`config.mk`:
```
export PLATFORM = sky130hd
export DESIGN_NAME = mem_arbiter
export DESIGN_NICKNAME = d
export VERILOG_FILES = /design/src/rtl/mem_arbiter_pkg.sv /design/src/rtl/mem_arbiter.sv
export SDC_FILE = /design/constraint.sdc
export NUM_CORES = 1
export LEC_CHECK = 0
export BUFFER_PORTS_ARGS = -buffer_cell sky130_fd_sc_hd__clkbuf_2
export CAP_MARGIN = 25
export CORE_AREA = 3 3 121 123
export DETAILED_ROUTE_END_ITERATION = 8
export DIE_AREA = 0 0 124 126
export GPL_TIMING_DRIVEN = 0
export PLACE_DENSITY = 0.56
export REMOVE_ABC_BUFFERS = 1
export SYNTH_ARGS = -nofsm -noshare
export SYNTH_HDL_FRONTEND = slang
export SYNTH_SLANG_ARGS = --single-unit
```
`constraint.sdc`:
```
create_clock -name clk -period 4.3 [get_ports clk]
set_input_delay 0.43 -clock clk [delete_from_list [all_inputs] [get_ports clk]]
set_output_delay 0.43 -clock clk [all_outputs]
set_load 0.01 [all_outputs]
```
`src/rtl/mem_arbiter_pkg.sv`:
```
// Shared bus definitions for the two-master memory arbiter: FSM state encoding,
// master index constants and the timeout counter width.
package mem_arbiter_pkg;

  typedef enum logic {
    ST_IDLE = 1'b0,
    ST_BUSY = 1'b1
  } arb_state_t;

  localparam logic MST0  = 1'b0;
  localparam logic MST1  = 1'b1;
  localparam int   CNT_W = 8;

endpackage

```
`src/rtl/mem_arbiter.sv`:
```
// Two-master round-robin arbiter in front of a single memory slave, with a
// slave response timeout that completes the transaction with ERR_DATA.
module mem_arbiter
  import mem_arbiter_pkg::*;
#(
  parameter int          TIMEOUT  = 255,
  parameter logic [31:0] ERR_DATA = 32'hFFFF_FFFF
) (
  input  logic        clk,
  input  logic        rst_n,
  input  logic [31:0] m0_addr,
  input  logic [31:0] m0_dout,
  input  logic        m0_wr,
  input  logic [3:0]  m0_lane,
  input  logic        m0_valid,
  output logic [31:0] m0_din,
  output logic        m0_ready,
  input  logic [31:0] m1_addr,
  input  logic [31:0] m1_dout,
  input  logic        m1_wr,
  input  logic [3:0]  m1_lane,
  input  logic        m1_valid,
  output logic [31:0] m1_din,
  output logic        m1_ready,
  output logic [31:0] s_addr,
  output logic [31:0] s_dout,
  output logic        s_wr,
  output logic [3:0]  s_lane,
  output logic        s_valid,
  input  logic [31:0] s_din,
  input  logic        s_ready,
  output logic        grant,
  output logic        busy,
  output logic        timeout_err
);

  localparam logic [CNT_W-1:0] CNT_LAST = CNT_W'(TIMEOUT - 1);

  arb_state_t       state_q, state_d;
  logic             grant_q, grant_d;
  logic             last_q, last_d;
  logic [CNT_W-1:0] cnt_q, cnt_d;

  logic gnt_valid;
  logic s_done;
  logic s_tmo;
  logic pick;

  // A live transaction needs the owner to keep its request up; s_ready beats timeout.
  assign gnt_valid = (state_q == ST_BUSY) && (grant_q ? m1_valid : m0_valid);
  assign s_done    = gnt_valid && s_ready;
  assign s_tmo     = gnt_valid && !s_ready && (cnt_q == CNT_LAST);
  assign pick      = (m0_valid && m1_valid) ? ~last_q : m1_valid;

  always_ff @(posedge clk or negedge rst_n) begin
    if (!rst_n) begin
      state_q <= ST_IDLE;
      grant_q <= MST0;
      last_q  <= MST1;
      cnt_q   <= '0;
    end else begin
      state_q <= state_d;
      grant_q <= grant_d;
      last_q  <= last_d;
      cnt_q   <= cnt_d;
    end
  end

  always_comb begin
    state_d = state_q;
    grant_d = grant_q;
    last_d  = last_q;
    cnt_d   = cnt_q;
    case (state_q)
      ST_IDLE: begin
        if (m0_valid || m1_valid) begin
          state_d = ST_BUSY;
          grant_d = pick;
          cnt_d   = '0;
        end
      end
      ST_BUSY: begin
        // grant_q returns to master 0 so the idle slave port mirrors master 0.
        if (!gnt_valid) begin
          state_d = ST_IDLE;
          grant_d = MST0;
        end else if (s_done || s_tmo) begin
          state_d = ST_IDLE;
          grant_d = MST0;
          last_d  = grant_q;
        end else begin
          cnt_d = cnt_q + 1'b1;
        end
      end
      default: state_d = ST_IDLE;
    endcase
  end

  always_comb begin
    busy        = (state_q == ST_BUSY);
    grant       = grant_q;
    s_valid     = gnt_valid;
    s_addr      = grant_q ? m1_addr : m0_addr;
    s_dout      = grant_q ? m1_dout : m0_dout;
    s_wr        = grant_q ? m1_wr   : m0_wr;
    s_lane      = grant_q ? m1_lane : m0_lane;
    m0_ready    = (s_done || s_tmo) && (grant_q == MST0);
    m1_ready    = (s_done || s_tmo) && (grant_q == MST1);
    m0_din      = (s_tmo && (grant_q == MST0)) ? ERR_DATA : s_din;
    m1_din      = (s_tmo && (grant_q == MST1)) ? ERR_DATA : s_din;
    timeout_err = s_tmo;
  end

endmodule

```
==> reports/summary.json, run 1 <==
{
  "drv_slew": 0,
  "post_route_cells_drive_above_1_share": 0.8199,
  "final_net_count": 700,
  "highest_clock_rate_ghz": 0.3203,
  "route.antenna.remaining_nets": 0,
  "design.core.area_um2": 13770,
  "synth_top_area_frac": 0.4033,
  "met2_length_mm": 5.447,
  "worst-r2r-setup-slack_ps": 2140,
  "fp.dieArea_um2": 15620,
  "post_cts_resize_count": 0,
  "r2r_end": "cnt_q[2]",
  "areaGrowthSynthToFinish_pct": 92.96,
  "clk_root_buffer_cell": "sky130_fd_sc_hd__clkbuf_16",
  "gp_congestion": 0.7909,
  "multi_input_comb_area_um2": 1555,
  "synth.yosys.warnings": 0,
  "power.static_leakage_nw": 2.143,
  "io_pins": 314,
  "timing.critical_path.from_type": "flop",
  "final_cells": 702,
  "syn-mean-instance-area_um2": 8.924,
  "detail_route.first_pass.iterations": 4,
  "clk_transition_reported_paths_ps": 40,
  "min_period_over_period": 0.7260,
  "topRoutingLayerUsed": "met5",
  "synthTopCellsByCount": "70 x sky130_fd_sc_hd__mux2_2, 34 x sky130_fd_sc_hd__nand2b_1, 30 x sky130_fd_sc_hd__or2_2, 10 x sky130_fd_sc_hd__dfrtp_1, 8 x sky130_fd_sc_hd__buf_2",
  "hold_viol_final": 0,
  "cts-buffers-inserted": 3,
  "share_of_synthesized_area_occupied_by_flip_flops_and_latches": 0.1415,
  "worst_path_max_delay_cell": "sky130_fd_sc_hd__dfrtp_4",
  "power.density_cell_area_nw_per_um2": 333.0,
  "arrival_time_at_the_worst_endpoint_ps": 2690,
  "fin_skew_ps": 4.497,
  "placement.io_buffers": 313,
  "drt-initial-drc-count": 112,
  "clock_latency_on_the_worst_skew_pair_ps": 240,
  "hpwlAfterDp_mm": 10.04,
  "timing.hold.worst.class": "input port to asynchronous set/reset pin",
  "rows": 43,
  "worst_path_largest_cell_delay_ps": 600,
  "postSynth.asyncResetShare": 1.000,
  "fillCellCount": 1569,
  "holdBufCountCts": 0,
  "grt_max_degree": 60,
  "routedWlPerCell_um": 15.97,
  "setup.worst_path.class": "flop to output port",
  "ys_dominant_reg_cell": "sky130_fd_sc_hd__dfrtp_1",
  "post_synth_instance_area_um2": 1954,
  "max_capacitance_violation_count": 0,
  "met3RoutedLength_mm": 1.320,
  "tightestPinTransition_ps": 697.3,
  "finalCoreUtilization": 0.2738,
  "worst_hold_slack_ps": 72.81,
  "die_height_um": 126,
  "finalSetupViolations": 0,
  "cts.sinks": 11,
  "drt-met1-wl_mm": 4.242,
  "global_route.usage.total": 0.1282,
  "clock_tree_from_tritoncts": "yes",
  "netlist-cell-type-count": 41,
  "seqCellArea_um2": 280.3,
  "unrepaired_setup_endpoints_after_global_routing": "false",
  "via_count": 2800,
  "routed_via_density": 3.989,
  "worstPathRequired_ps": 3870,
  "wire_length_of_the_first_global_routing_pass_mm": 15.12,
  "start_util": 0.1419,
  "synth-edff-count": 0,
  "synthDominantAreaCellType": "sky130_fd_sc_hd__mux2_2",
  "worstPathMaxFanout": 59,
  "worst_path_depth": 7,
  "finalWirelength_mm": 11.21,
  "place.detailed.instances": 698,
  "synth-seq-cells": 11,
  "timing.critical_path.max_delay_family": "simple AND/OR/NAND/NOR gates",
  "grt_antenna_before_repair": 1,
  "status": "completed",
  "yosys.cell_count.top_type": "sky130_fd_sc_hd__mux2_2",
  "globalRoute.totalOverflow": 0,
  "clockBufferDepth": 2,
  "vdd.ir_drop.worst_mv": 0.1935,
  "crit-reg2reg-launch": "grant",
  "syn-instance-count": 219,
  "cts_setup_buffers": 0,
  "diodes": 0,
  "cp_cell_sequence": "buf_16 > mux2_2 > nand2_1 > nor3_2 > buf_6 > or2_1 > clkbuf_2",
  "worstSetupEndpointType": "output port",
  "h_tree_level_count": 1,
  "period_needed_ps": 3122,
  "totalNegativeSetupSlack_ps": 0,
  "worst-path-buf-inv": 3,
  "synth.area.top_cells": "sky130_fd_sc_hd__mux2_2 40%, sky130_fd_sc_hd__dfrtp_1 13%, sky130_fd_sc_hd__nand2b_1 11%, sky130_fd_sc_hd__or2_2 9.6%, sky130_fd_sc_hd__buf_2 2.0%",
  "number_of_global_route_vias_before_repair": 2550,
  "fp.dieW_um": 124,
  "max_slew_margin": 0.5302,
  "drc_errors": 0,
  "cell_depth_of_the_worst_flop_to_flop_path": 5
}
[flip-flops by register name (all words and copies together), names as in the netlist]
| signal | flops |
|---|---|
| busy | 1 |
| cnt_q | 8 |
| grant | 1 |
| last_q | 1 |
[worst max path at each step]
stage | from | slack [ps] | to
2_1_floorplan | grant | 490 | m0_din[0]
3_3_place_gp | grant | -940 | m0_din[9]
3_5_place_dp | grant | 1380 | m0_din[25]
4_1_cts | grant | 1090 | m0_din[25]
5_1_grt | grant | 930 | m0_din[25]
6_report | grant | 1180 | m0_din[25]
[metrics by stage]
stage	cell area (um2)	worst slack (ps)	total power [mW]
2_1_floorplan	1858	492.4	0.6944
3_3_place_gp	3650	-935.9	1.110
3_5_place_dp	3692	1377	1.101
4_1_cts	3771	1094	1.279
5_1_grt	3771	931.9	1.351
6_report	3771	1178	1.256
[layout make-up]
| cell class | count | area share |
|---|---|---|
| timing repair buffer | 315 | 0.4257 |
| clock buffer | 4 | 0.02090 |
| multi-input combinational | 185 | 0.4124 |
| sequential | 11 | 0.07432 |
| inverter | 7 | 0.006967 |
| tap | 180 | 0.05972 |
[layer usage]
metal / up-vias / GRT usage
li1: 1383 / -
met1: 1221 / 0.1537
met2: 182 / 0.2176
met3: 12 / 0.04984
met4: 2 / 0.02448
met5: - / 0
[kinds of logic after synthesis]
group,after synthesis,share of synthesized area
AO/OA/AOI/OAI,16,0.06594
adder cells (fa/ha/maj),2,0.01280
buffers and inverters,23,0.06274
flip-flops,11,0.1415
multiplexers,72,0.4136
AND/OR/NAND/NOR,95,0.3035
[power by group]
group          leakage (nW)  internal (mW)  switching, mW
clock network        0.0382          0.125         0.0472
logic                  1.96          0.446          0.431
registers             0.143          0.139         0.0684
total                  2.14          0.709          0.547
[layout by cell type, fill, tap and decap left out, types with 2 or more instances in the layout]
master	count
sky130_fd_sc_hd__clkbuf_16	3
sky130_fd_sc_hd__nand2b_1	34
sky130_fd_sc_hd__o211ai_1	2
sky130_fd_sc_hd__ha_1	2
sky130_fd_sc_hd__or2_1	2
sky130_fd_sc_hd__inv_1	6
sky130_fd_sc_hd__o221ai_1	2
sky130_fd_sc_hd__mux2i_1	2
sky130_fd_sc_hd__nand4_1	4
sky130_fd_sc_hd__nor3_1	3
sky130_fd_sc_hd__nand2_1	6
sky130_fd_sc_hd__dfrtp_1	9
sky130_fd_sc_hd__or2_2	30
sky130_fd_sc_hd__o21ai_0	3
sky130_fd_sc_hd__nor2_1	2
sky130_fd_sc_hd__nand3_1	4
sky130_fd_sc_hd__mux2_2	70
sky130_fd_sc_hd__clkbuf_2	313
(Power assumes the default switching activity.)
==> run 2, diff against run 1 <==
Settings changed: CORE_AREA 3 3 121 123 to 3 3 122 124, DIE_AREA 0 0 124 126 to 0 0 125 127.
Clock period 4.3 ns to 3 ns, I/O delays scaled along.
==> run 2 against run 1 <==
Net effect: clock-buffer cell count did not move; cell count rose by 0.71%; design area increased by 1.0%; clock power increased by 40%.
==> reports/summary.json, run 2 (synthesis gave the netlist of run 1 again) <==
{
  "wire_length_of_the_first_global_routing_pass_mm": 16.91,
  "timing.hold.worst.class": "input port to flop",
  "grt_max_degree": 70,
  "fp.dieW_um": 125,
  "h_tree_level_count": 1,
  "io_pins": 314,
  "worstPathMaxFanout": 69,
  "max_capacitance_violation_count": 0,
  "placement.io_buffers": 313,
  "power.density_cell_area_nw_per_um2": 481.3,
  "globalRoute.totalOverflow": 0,
  "preCtsSetupSlack_ps": 207.9,
  "min_period_over_period": 0.9405,
  "timing.critical_path.max_delay_family": "buffers and inverters",
  "areaGrowthSynthToFinish_pct": 94.94,
  "clock_tree_from_tritoncts": "yes",
  "worstPathRequired_ps": 2700,
  "seqCellArea_um2": 280.3,
  "cts.sinks": 11,
  "tightestPinTransition_ps": 738.7,
  "routedWlPerCell_um": 17.02,
  "worst-r2r-setup-slack_ps": 980,
  "routed_via_density": 3.953,
  "grt_antenna_before_repair": 3,
  "setup_ws_ps": 178.4,
  "number_of_global_route_vias_before_repair": 2688,
  "arrival_time_at_the_worst_endpoint_ps": 2520,
  "clk_transition_reported_paths_ps": 40,
  "fin_skew_ps": 3.120,
  "vdd.ir_drop.worst_mv": 0.2188,
  "unrepaired_setup_endpoints_after_global_routing": "false",
  "status": "completed",
  "highest_clock_rate_ghz": 0.3544,
  "hold_viol_final": 0,
  "clk_root_buffer_cell": "sky130_fd_sc_hd__clkbuf_16",
  "setup.worst_path.class": "flop to output port",
  "top_register": "cnt_q",
  "final_cells": 707,
  "worst-path-buf-inv": 4,
  "power.static_leakage_nw": 2.162,
  "route.antenna.remaining_nets": 0,
  "via_count": 2795,
  "cp_cell_sequence": "buf_16 > mux2_2 > nand2_2 > nor3_4 > buf_4 > buf_6 > or2_2 > clkbuf_2",
  "worst_path_largest_cell_delay_ps": 520,
  "fillCellCount": 1546,
  "detail_route.first_pass.iterations": 4,
  "most_common_cell_after_layout_fill_and_taps_aside": "sky130_fd_sc_hd__clkbuf_2",
  "global_route.usage.total": 0.1383,
  "clock_latency_on_the_worst_skew_pair_ps": 240,
  "cts-buffers-inserted": 3,
  "worstSetupEndpointType": "output port",
  "multi_input_comb_area_um2": 1564,
  "finalCoreUtilization": 0.2745,
  "totalNegativeSetupSlack_ps": 0,
  "fp.dieArea_um2": 15880,
  "largest_reg_flops": 8,
  "worst_path_max_delay_cell": "sky130_fd_sc_hd__dfrtp_4",
  "drt-initial-drc-count": 77,
  "clockBufferDepth": 2,
  "start_util": 0.1408,
  "hpwlAfterDp_mm": 10.81,
  "layout.cells.most_common_list": "313 x sky130_fd_sc_hd__clkbuf_2, 70 x sky130_fd_sc_hd__mux2_2, 34 x sky130_fd_sc_hd__nand2b_1",
  "finalWirelength_mm": 12.04,
  "place.detailed.instances": 698,
  "drv_slew": 0,
  "design.core.area_um2": 13880,
  "rows": 43,
  "final_net_count": 703,
  "drc_errors": 0,
  "post_route_cells_drive_above_1_share": 0.8210,
  "max_slew_margin": 0.5023,
  "gp_congestion": 0.8498,
  "period_needed_ps": 2822,
  "finalSetupViolations": 0,
  "timing.critical_path.from_type": "flop",
  "die_height_um": 127
}
[run 2: cell types whose count changed in the layout (fill, tap and decap cells not counted)]
cell | previous run | this run
sky130_fd_sc_hd__dlygate4sd3_1 | 0 | 1
sky130_fd_sc_hd__nor3_2 | 1 | 0
sky130_fd_sc_hd__nand2_2 | 0 | 1
sky130_fd_sc_hd__diode_2 | 0 | 2
sky130_fd_sc_hd__nand2_1 | 6 | 5
sky130_fd_sc_hd__buf_4 | 0 | 2
sky130_fd_sc_hd__nor3_4 | 0 | 1
[run 2: final timing paths]
kind	startpoint	endpoint	depth (start not counted)
min in group asynchronous	rst_n	cnt_q[7]	2
hold reg to reg	last_q	last_q	2
max in group asynchronous	rst_n	last_q	2
setup reg to reg	grant	cnt_q[5]	6
hold / removal	m1_valid	grant	3
setup / recovery	grant	m0_din[21]	8
[run 2: repair_timing]
action,in CTS,in global routing
pin swaps,0,1
cloned,0,0
hold buffers,1,0
gates resized for setup,1,1
hold endpoints to repair,10,0
setup buffers,0,2
setup endpoints to repair,22,22
[run 2: worst register-to-register path, delay by kind of cell, from the launching register on]
kind / cells / cell delay [ps]
AND/OR/NAND/NOR: 2 / 270
multiplexers: 1 / 290
buffers and inverters: 2 / 420
flip-flops: 1 / 560
AO/OA/AOI/OAI: 1 / 370
[run 2: metrics by stage]
stage / cell area (um2) / hold slack (ps) / power (mW)
floorplan: 1858 / 4.409 / 0.9953
global placement: 3650 / 198.2 / 1.627
detailed placement: 3692 / 200.3 / 1.618
CTS: 3787 / 395.9 / 1.877
global route: 3810 / 454.2 / 1.968
finish: 3810 / 396.7 / 1.834
[run 2: area by class of cell]
class | count | area share
multi-input cells | 185 | 0.4105
inverters | 7 | 0.006897
well taps | 180 | 0.05911
flip-flops and latches | 11 | 0.07356
repair buffers | 318 | 0.4279
diodes | 2 | 0.001314
clock buffers | 4 | 0.02069
[run 2: power by group]
group / internal (mW) / switching, mW
combinational: 0.641 / 0.673
sequential: 0.199 / 0.0797
clock: 0.178 / 0.0631
total: 1.02 / 0.816
[run 2: metal layers]
metal | routed length (um) | vias up | part of all wire | track usage
met1 | 4233 | 1237 | 0.35 | 0.1570
met4 | 106 | 2 | 0.0088 | 0.02551
met3 | 892 | 6 | 0.074 | 0.03052
met2 | 6790 | 159 | 0.56 | 0.2667
li1 | - | 1391 | - | -
met5 | 13 | - | 0.0011 | 0
